## src/rtl/cam_pwr_seq.sv

```systemverilog
// Staggered power-up/power-down sequencer for N_CAM camera modules.
// One shared timer serves channels one at a time so rail inrush never overlaps.
module cam_pwr_seq #(
    parameter int N_CAM        = 2,
    parameter int PWUP_DELAY   = 500000,
    parameter int SETTLE_DELAY = 25000,
    parameter int OFF_MIN      = 50000,
    localparam int CH_W        = (N_CAM > 1) ? $clog2(N_CAM) : 1
) (
    input  logic             ila_clk,
    input  logic             n_rst,
    input  logic [N_CAM-1:0] en,
    output logic [N_CAM-1:0] pwup,
    output logic [N_CAM-1:0] ready,
    output logic             busy,
    output logic [CH_W-1:0]  active_ch
);

    localparam int MAX_A   = (PWUP_DELAY > SETTLE_DELAY) ? PWUP_DELAY : SETTLE_DELAY;
    localparam int MAX_DLY = (MAX_A > OFF_MIN) ? MAX_A : OFF_MIN;
    localparam int CNT_W   = $clog2(MAX_DLY) + 1;

    localparam logic [CNT_W-1:0] PU_LAST  = CNT_W'(PWUP_DELAY - 1);
    localparam logic [CNT_W-1:0] ST_LAST  = CNT_W'(SETTLE_DELAY - 1);
    localparam logic [CNT_W-1:0] OFF_LAST = CNT_W'(OFF_MIN - 1);

    localparam logic [1:0] S_IDLE     = 2'd0;
    localparam logic [1:0] S_PU_DELAY = 2'd1;
    localparam logic [1:0] S_SETTLE   = 2'd2;
    localparam logic [1:0] S_OFF_HOLD = 2'd3;

    logic [1:0]       state, state_nxt;
    logic [CNT_W-1:0] cnt, cnt_nxt;
    logic [CH_W-1:0]  sel_nxt;
    logic [N_CAM-1:0] pwup_nxt, ready_nxt;
    logic [N_CAM-1:0] diff;
    logic [CH_W-1:0]  pick;
    logic             pick_vld;

    assign diff = en ^ pwup;

    // Lowest-index channel whose request disagrees with its power line.
    always_comb begin
        pick_vld = 1'b0;
        pick     = '0;
        for (int i = N_CAM - 1; i >= 0; i--) begin
            if (diff[i]) begin
                pick_vld = 1'b1;
                pick     = CH_W'(i);
            end
        end
    end

    always_comb begin
        state_nxt = state;
        cnt_nxt   = cnt + CNT_W'(1);
        sel_nxt   = active_ch;
        pwup_nxt  = pwup;
        ready_nxt = ready;
        case (state)
            S_IDLE: begin
                cnt_nxt = '0;
                if (pick_vld) begin
                    sel_nxt = pick;
                    if (en[pick]) begin
                        state_nxt = S_PU_DELAY;
                    end else begin
                        pwup_nxt[pick]  = 1'b0;
                        ready_nxt[pick] = 1'b0;
                        state_nxt       = S_OFF_HOLD;
                    end
                end
            end
            S_PU_DELAY: begin
                // Withdrawal wins over expiry; the rail was never enabled.
                if (!en[active_ch]) begin
                    state_nxt = S_IDLE;
                    cnt_nxt   = '0;
                end else if (cnt == PU_LAST) begin
                    pwup_nxt[active_ch] = 1'b1;
                    state_nxt           = S_SETTLE;
                    cnt_nxt             = '0;
                end
            end
            S_SETTLE: begin
                if (!en[active_ch]) begin
                    pwup_nxt[active_ch]  = 1'b0;
                    ready_nxt[active_ch] = 1'b0;
                    state_nxt            = S_OFF_HOLD;
                    cnt_nxt              = '0;
                end else if (cnt == ST_LAST) begin
                    ready_nxt[active_ch] = 1'b1;
                    state_nxt            = S_IDLE;
                    cnt_nxt              = '0;
                end
            end
            S_OFF_HOLD: begin
                if (cnt == OFF_LAST) begin
                    state_nxt = S_IDLE;
                    cnt_nxt   = '0;
                end
            end
            default: begin
                state_nxt = S_IDLE;
                cnt_nxt   = '0;
            end
        endcase
    end

    always_ff @(posedge ila_clk) begin
        if (!n_rst) begin
            state     <= S_IDLE;
            cnt       <= '0;
            active_ch <= '0;
            pwup      <= '0;
            ready     <= '0;
            busy      <= 1'b0;
        end else begin
            state     <= state_nxt;
            cnt       <= cnt_nxt;
            active_ch <= sel_nxt;
            pwup      <= pwup_nxt;
            ready     <= ready_nxt;
            busy      <= (state_nxt != S_IDLE);
        end
    end

    // SCCB gating relies on a channel never reporting ready while unpowered.
    assert property (@(posedge ila_clk) disable iff (!n_rst) (ready & ~pwup) == '0);

endmodule

```

## config.mk

```make
export PLATFORM = sky130hd
export DESIGN_NAME = cam_pwr_seq
export DESIGN_NICKNAME = d
export VERILOG_FILES = /design/src/rtl/cam_pwr_seq.sv
export SDC_FILE = /design/constraint.sdc
export NUM_CORES = 1
export LEC_CHECK = 0
export BUFFER_PORTS_ARGS = -buffer_cell sky130_fd_sc_hd__buf_2
export CORE_MARGIN = 8
export CORE_UTILIZATION = 59
export CTS_CLUSTER_SIZE = 24
export DETAILED_ROUTE_END_ITERATION = 10
export MAX_ROUTING_LAYER = met4
export PLACE_DENSITY = 0.82
export SKIP_LAST_GASP = 1
export SYNTH_ARGS = -nofsm -noshare
export SYNTH_HDL_FRONTEND = slang
export SYNTH_SLANG_ARGS = --single-unit
```

## constraint.sdc

```tcl
create_clock -name ila_clk -period 2.09 [get_ports ila_clk]
set_input_delay 0.1045 -clock ila_clk [delete_from_list [all_inputs] [get_ports ila_clk]]
set_output_delay 0.1045 -clock ila_clk [all_outputs]
set_load 0.01 [all_outputs]
```

# After elaboration in Yosys (flattened, before gate mapping)
# Index checks and enable logic that the tools add are counted.
[classes]
add_sub_neg = 1
bitwise = 9
reduce_logical = 9
eq_ne = 12
magnitude_cmp = 4
mux = 36
[ops]
columns = ["operator", "n"]
rows = [
  ["$mux W20", 5],
  ["$pmux W20 S4", 1],
  ["$mux W2", 16],
  ["$add A20 B1 Y20 const B", 1],
  ["$eq A20 B15 Y1 const B", 1],
  ["$eq A20 B16 Y1 const B", 1],
  ["$eq A20 B19 Y1 const B", 1],
  ["$ne A2 B2 Y1 const B", 5],
  ["$mux W1", 9],
  ["$and A2 B2 Y2", 4],
  ["$pmux W2 S4", 1],
  ["$pmux W2 S3", 1],
  ["$reduce_and A6 Y1", 1],
  ["$eq A2 B2 Y1 const B", 2],
  ["$lt A1 B2 Y1 const B", 2],
  ["$not A2 Y2", 2],
  ["$or A2 B2 Y2", 2],
  ["$pmux W2 S2", 1],
  ["$reduce_and A4 Y1", 1],
  ["$reduce_bool A2 Y1", 2],
  ["$ne A3 B3 Y1 const B", 1],
  ["$reduce_bool A3 Y1", 1],
  ["$demux W1 S1", 2],
  ["$eq A2 B1 Y1 const B", 1],
  ["5 further kinds", 7],
]
[word_totals]
word_cells = 77
ff_bits = 28

# Depth between registers and ports, before layout
[depth]
ltp_word = 12
ltp_mapped = 7
ltp_nobuf = 6

# Worst setup path before layout
# Ideal clock, no wire load.
[synth_timing]
path_kind = "flip-flop to flip-flop"
start = "reg cnt[16]"
end = "reg (tool-made name)"
synth_period_minus_slack_ps = 1715
t_arrival_ps = 1596
required_time_ps = 1971
path_slack_ps = 375
path_buffers = 0
stages_incl_launch_ff = 6
cell_sequence = "dfxtp_1 -> or4_4 -> nor3_4 -> nand3_2 -> and2_4 -> o221a_1"
[synth_rtl]
columns = ["item", "line_no", "source"]
rows = [
  ["from (decl)", "33", "logic [CNT_W-1:0] cnt, cnt_nxt;"],
  ["from (signal assigned)", "120", "cnt <= cnt_nxt;"],
]

# Final worst setup path
[layout_timing]
start = "reg cnt[16]"
end = "reg cnt[4]"
[layout_between]
elab_chain_cells = 4
word_cells_on_any_way = 9
classes_between = "eq/ne (3); mux (6)"
[layout_rtl]
columns = ["item", "line_no", "source"]
rows = [
  ["$eq A20 B15 Y1 / $eq A20 B19 Y1 (equally long branches)", "91, 79", ""],
  ["$mux W20, on equally long branches", "91, 79", ""],
  ["$mux W20, on equally long branches", "86, 76", ""],
  ["$pmux W20 S4 (*)", "60", "case (state)"],
]
# Mark *: on every way between the ends. The rest lies on a longest branch, timed or not.
# A chain may end at the register's enable or synchronous reset.

==> flow_results.org <==
** Die
- X dimension of the die :: 67.1 µm
- The floorplan step defined a core boundary enclosing 0.00248 mm².
- IO Pins :: 10
- The initial utilization of the core area, before any placement, comes to 62.1%.
- Full die area :: 0.00450 mm²
- Die outline height :: 67.1 µm
- Row generation in the floorplan step produced 18 rows.

** Timing
- Static timing analysis puts the maximum clock frequency at 512 MHz.
- Adding up every negative setup slack in the final design gives 0 ns.
- Once routing completed, OpenROAD measured the worst setup slack at 0.136 ns.
- Final Max Tran Viols :: 0
- Maximum clock skew at final layout :: 0.0109 ns
- Worst-Margin Slew :: 0.474 ns
- Fin. Hold Viols :: 0
- Number of setup violations in the final report :: 0
- Worst rel slew slack :: 68.1%
- The worst path uses 93.5% of the clock period.
- Minimum clock period :: 1.95 ns
- Setup repair after global routing left no endpoint under its margin.

** Setup path
- Startpoint class of the critical path :: flip-flop
- R2R setup slack :: 0.14 ns
- Max FO, Critical Path :: 20
- STA classifies the critical path endpoint as a flip-flop.
- The worst setup path is of the flip-flop to flip-flop kind.
- Data arrival time of the worst path :: 2.18 ns
- At the worst endpoint, the required time is 2.31 ns.

** Synth
- The Yosys step of the flow raised 0 warnings.
- For this run, the leading register cell type out of synthesis is dfxtp_1.
- Cell count after synthesis :: 180
- FFs w/ async S/R, synth :: 0%
- Post-Syn Area per Cell :: 8.55 µm²
- Number of flops mapped to enable cells by yosys :: 0
- Sequential elements use 36.4% of the synthesized area.
- Number of flip-flops and latches in the synthesized netlist :: 28
- Post-synthesis instance area :: 0.00154 mm²
- Synthesis produced a netlist with a net count of 185.
- The synthesized netlist contains 49 unique library cells.

** Clock tree
- The clock passes through at most 2 buffers.
- The clock drives 28 sinks.
- In this run the number of H-tree levels came out at 1.
- Number of clock buffers inserted by TritonCTS :: 3
- In this run the clock root is driven by a clkbuf_4.
- Clk_lat worst skew :: 0.33 ns
- CTS tree :: built
- After clock tree synthesis, the clock-pin slew on the worst setup and hold paths is 0.16 ns.

** Route
- The highest metal layer carrying signal wires in the routed design is met4.
- In this run the remaining antenna-violating nets after routing total 0.
- Total length of routed wires :: 3140 µm
- The final route contains 1335 vias.
- For this block, wires on met1 add up to 1340 µm.
- DRC errors left :: 0
- Per-cell routed wire length :: 14.3 µm
- The pre-antenna-repair detailed-routing pass consisted of 4 iterations.
- DRC violation total after the first TritonRoute iteration :: 73
- Dividing the detail-routed via count by the number of cells gives 6.07.
- The routed design uses 143 µm of met3 wire.
- Wire segments on met2 add up to 1590 µm in the final route.

** Flow run
- Max capacitance violation total :: 0

** Place
- Detailed-placement wirelength estimate :: 2330 µm
- Timing analysis after detailed placement gives a worst setup slack of 0.203 ns.
- Total of buffers placed on input and output ports :: 9
- The congestion estimate from routability-driven global placement came to 0.897.

** Run status
- The run finished with clean final reports.

** Cells and area
- The number of antenna diodes in the final layout is 0.
- Layout Area Growth over Synthesis :: 6.99%
- The layout has 216 filler cells.
- Share of final-layout standard cells stronger than drive strength 1 :: 14.2%
- Once layout is complete, the utilization of the core stands at 66.5%.
- The top cell types in the final layout, fill and taps aside, are nor2_1, dfxtp_1, nand2_1.
- Net count, final :: 196

** Global routing
- Global routing finished with a remaining overflow of 0.
- The number of global-route vias before repair came to 1271.
- Wire length of the first global-routing pass :: 5320 µm
- Total routing usage reported by global routing :: 15.3%
- Initial antenna violation count :: 0
- Entering global routing, the biggest net connects 21 pins.

** Min path
- The path class of the tightest hold or removal check is input port to flip-flop.

** Power
- Worst voltage drop across the vdd grid :: 0.405 mV
- Leakage power figure :: 0.544 nW
- P per Cell Area :: 623 mW/mm²
per-layer routing:
metal	global-route usage, %	vias up
met5	-	-
met4	7.05	0
met3	2.18	10
met2	27.4	31
met1	16.1	628
li1	-	666
cell families (layout without fill, tap and decap cells):
| family | after synthesis | count (layout) | synth area share [%] |
|---|---|---|---|
| and+or+nand+nor | 92 | 92 | 33.7 |
| DFF | 28 | 28 | 36.4 |
| AOI/OAI and AO/OA | 27 | 27 | 12.8 |
| xor gates and xnor gates | 20 | 20 | 11.4 |
| buffers and inverters | 10 | 20 | 3.50 |
| muxes | 2 | 2 | 1.38 |
| adders and majority gates | 1 | 1 | 0.813 |
power breakdown:
part           total, mW  internal, mW  switching, mW  leakage, nW
Clock              0.267         0.107          0.160       0.0210
Sequential         0.588         0.557         0.0307        0.227
Combinational      0.171        0.0767         0.0946        0.296
path summary, 6_finish.rpt:
| check | start | cells after the start | endpoint |
|---|---|---|---|
| min reg2reg | flip-flop | 2 | flip-flop |
| max reg2reg | cnt[16] | 5 | cnt[4] |
| min | en[0] | 3 | flip-flop |
| max | cnt[16] | 5 | cnt[4] |
through the flow:
stage | hold WS, ns | instance area, µm² | std cells | power (mW)
after floorplan | 0.248 | 1540 | 180 | 0.738
after global placement | 0.429 | 1610 | 216 | 0.764
after detailed placement | 0.437 | 1610 | 216 | 0.768
after CTS | 0.0680 | 1640 | 220 | 1.03
after global routing | 0.0861 | 1650 | 220 | 1.07
final | 0.0760 | 1650 | 220 | 1.03
Yosys cell counts (all sizes together) (4+ instances only):
master | n | area share, %
dfxtp | 28 | 36
nand4 | 6 | 2.4
a21oi | 4 | 1.3
o21ai | 8 | 2.6
and4 | 4 | 2.3
xor2 | 12 | 6.8
nand2 | 15 | 3.7
xnor2 | 8 | 4.6
nand3 | 10 | 3.6
nor3 | 7 | 3.0
nor2 | 28 | 6.8
inv | 4 | 0.98
cell type report:
| class | count | area, µm² | area share [%] |
|---|---|---|---|
| multi-input combinational | 142 | 930 | 56.5 |
| tap | 30 | 37.5 | 2.28 |
| sequential | 28 | 561 | 34.0 |
| inverter | 4 | 15.0 | 0.912 |
| timing repair buffer | 12 | 67.6 | 4.10 |
| clock buffer | 4 | 36.3 | 2.20 |
what timing repair did:
action,CTS,global route
gates resized for setup,0,1
hold buffers,0,0
setup buffers,0,0
endpoints found under the setup margin,0,1
flip-flops by register name, indices dropped and copies added (netlist names), named ones only:
name       flops
pwup           2
state          2
active_ch      1
busy           1
cnt           20
critical path, stage by stage (launching register included):
cell	delay [ns]
dfxtp_1	0.38
or4_4	0.56
nor3_4	0.30
a2111o_1	0.21
o211a_4	0.31
nor2_1	0.08
Power figures use the tool's default switching activity.
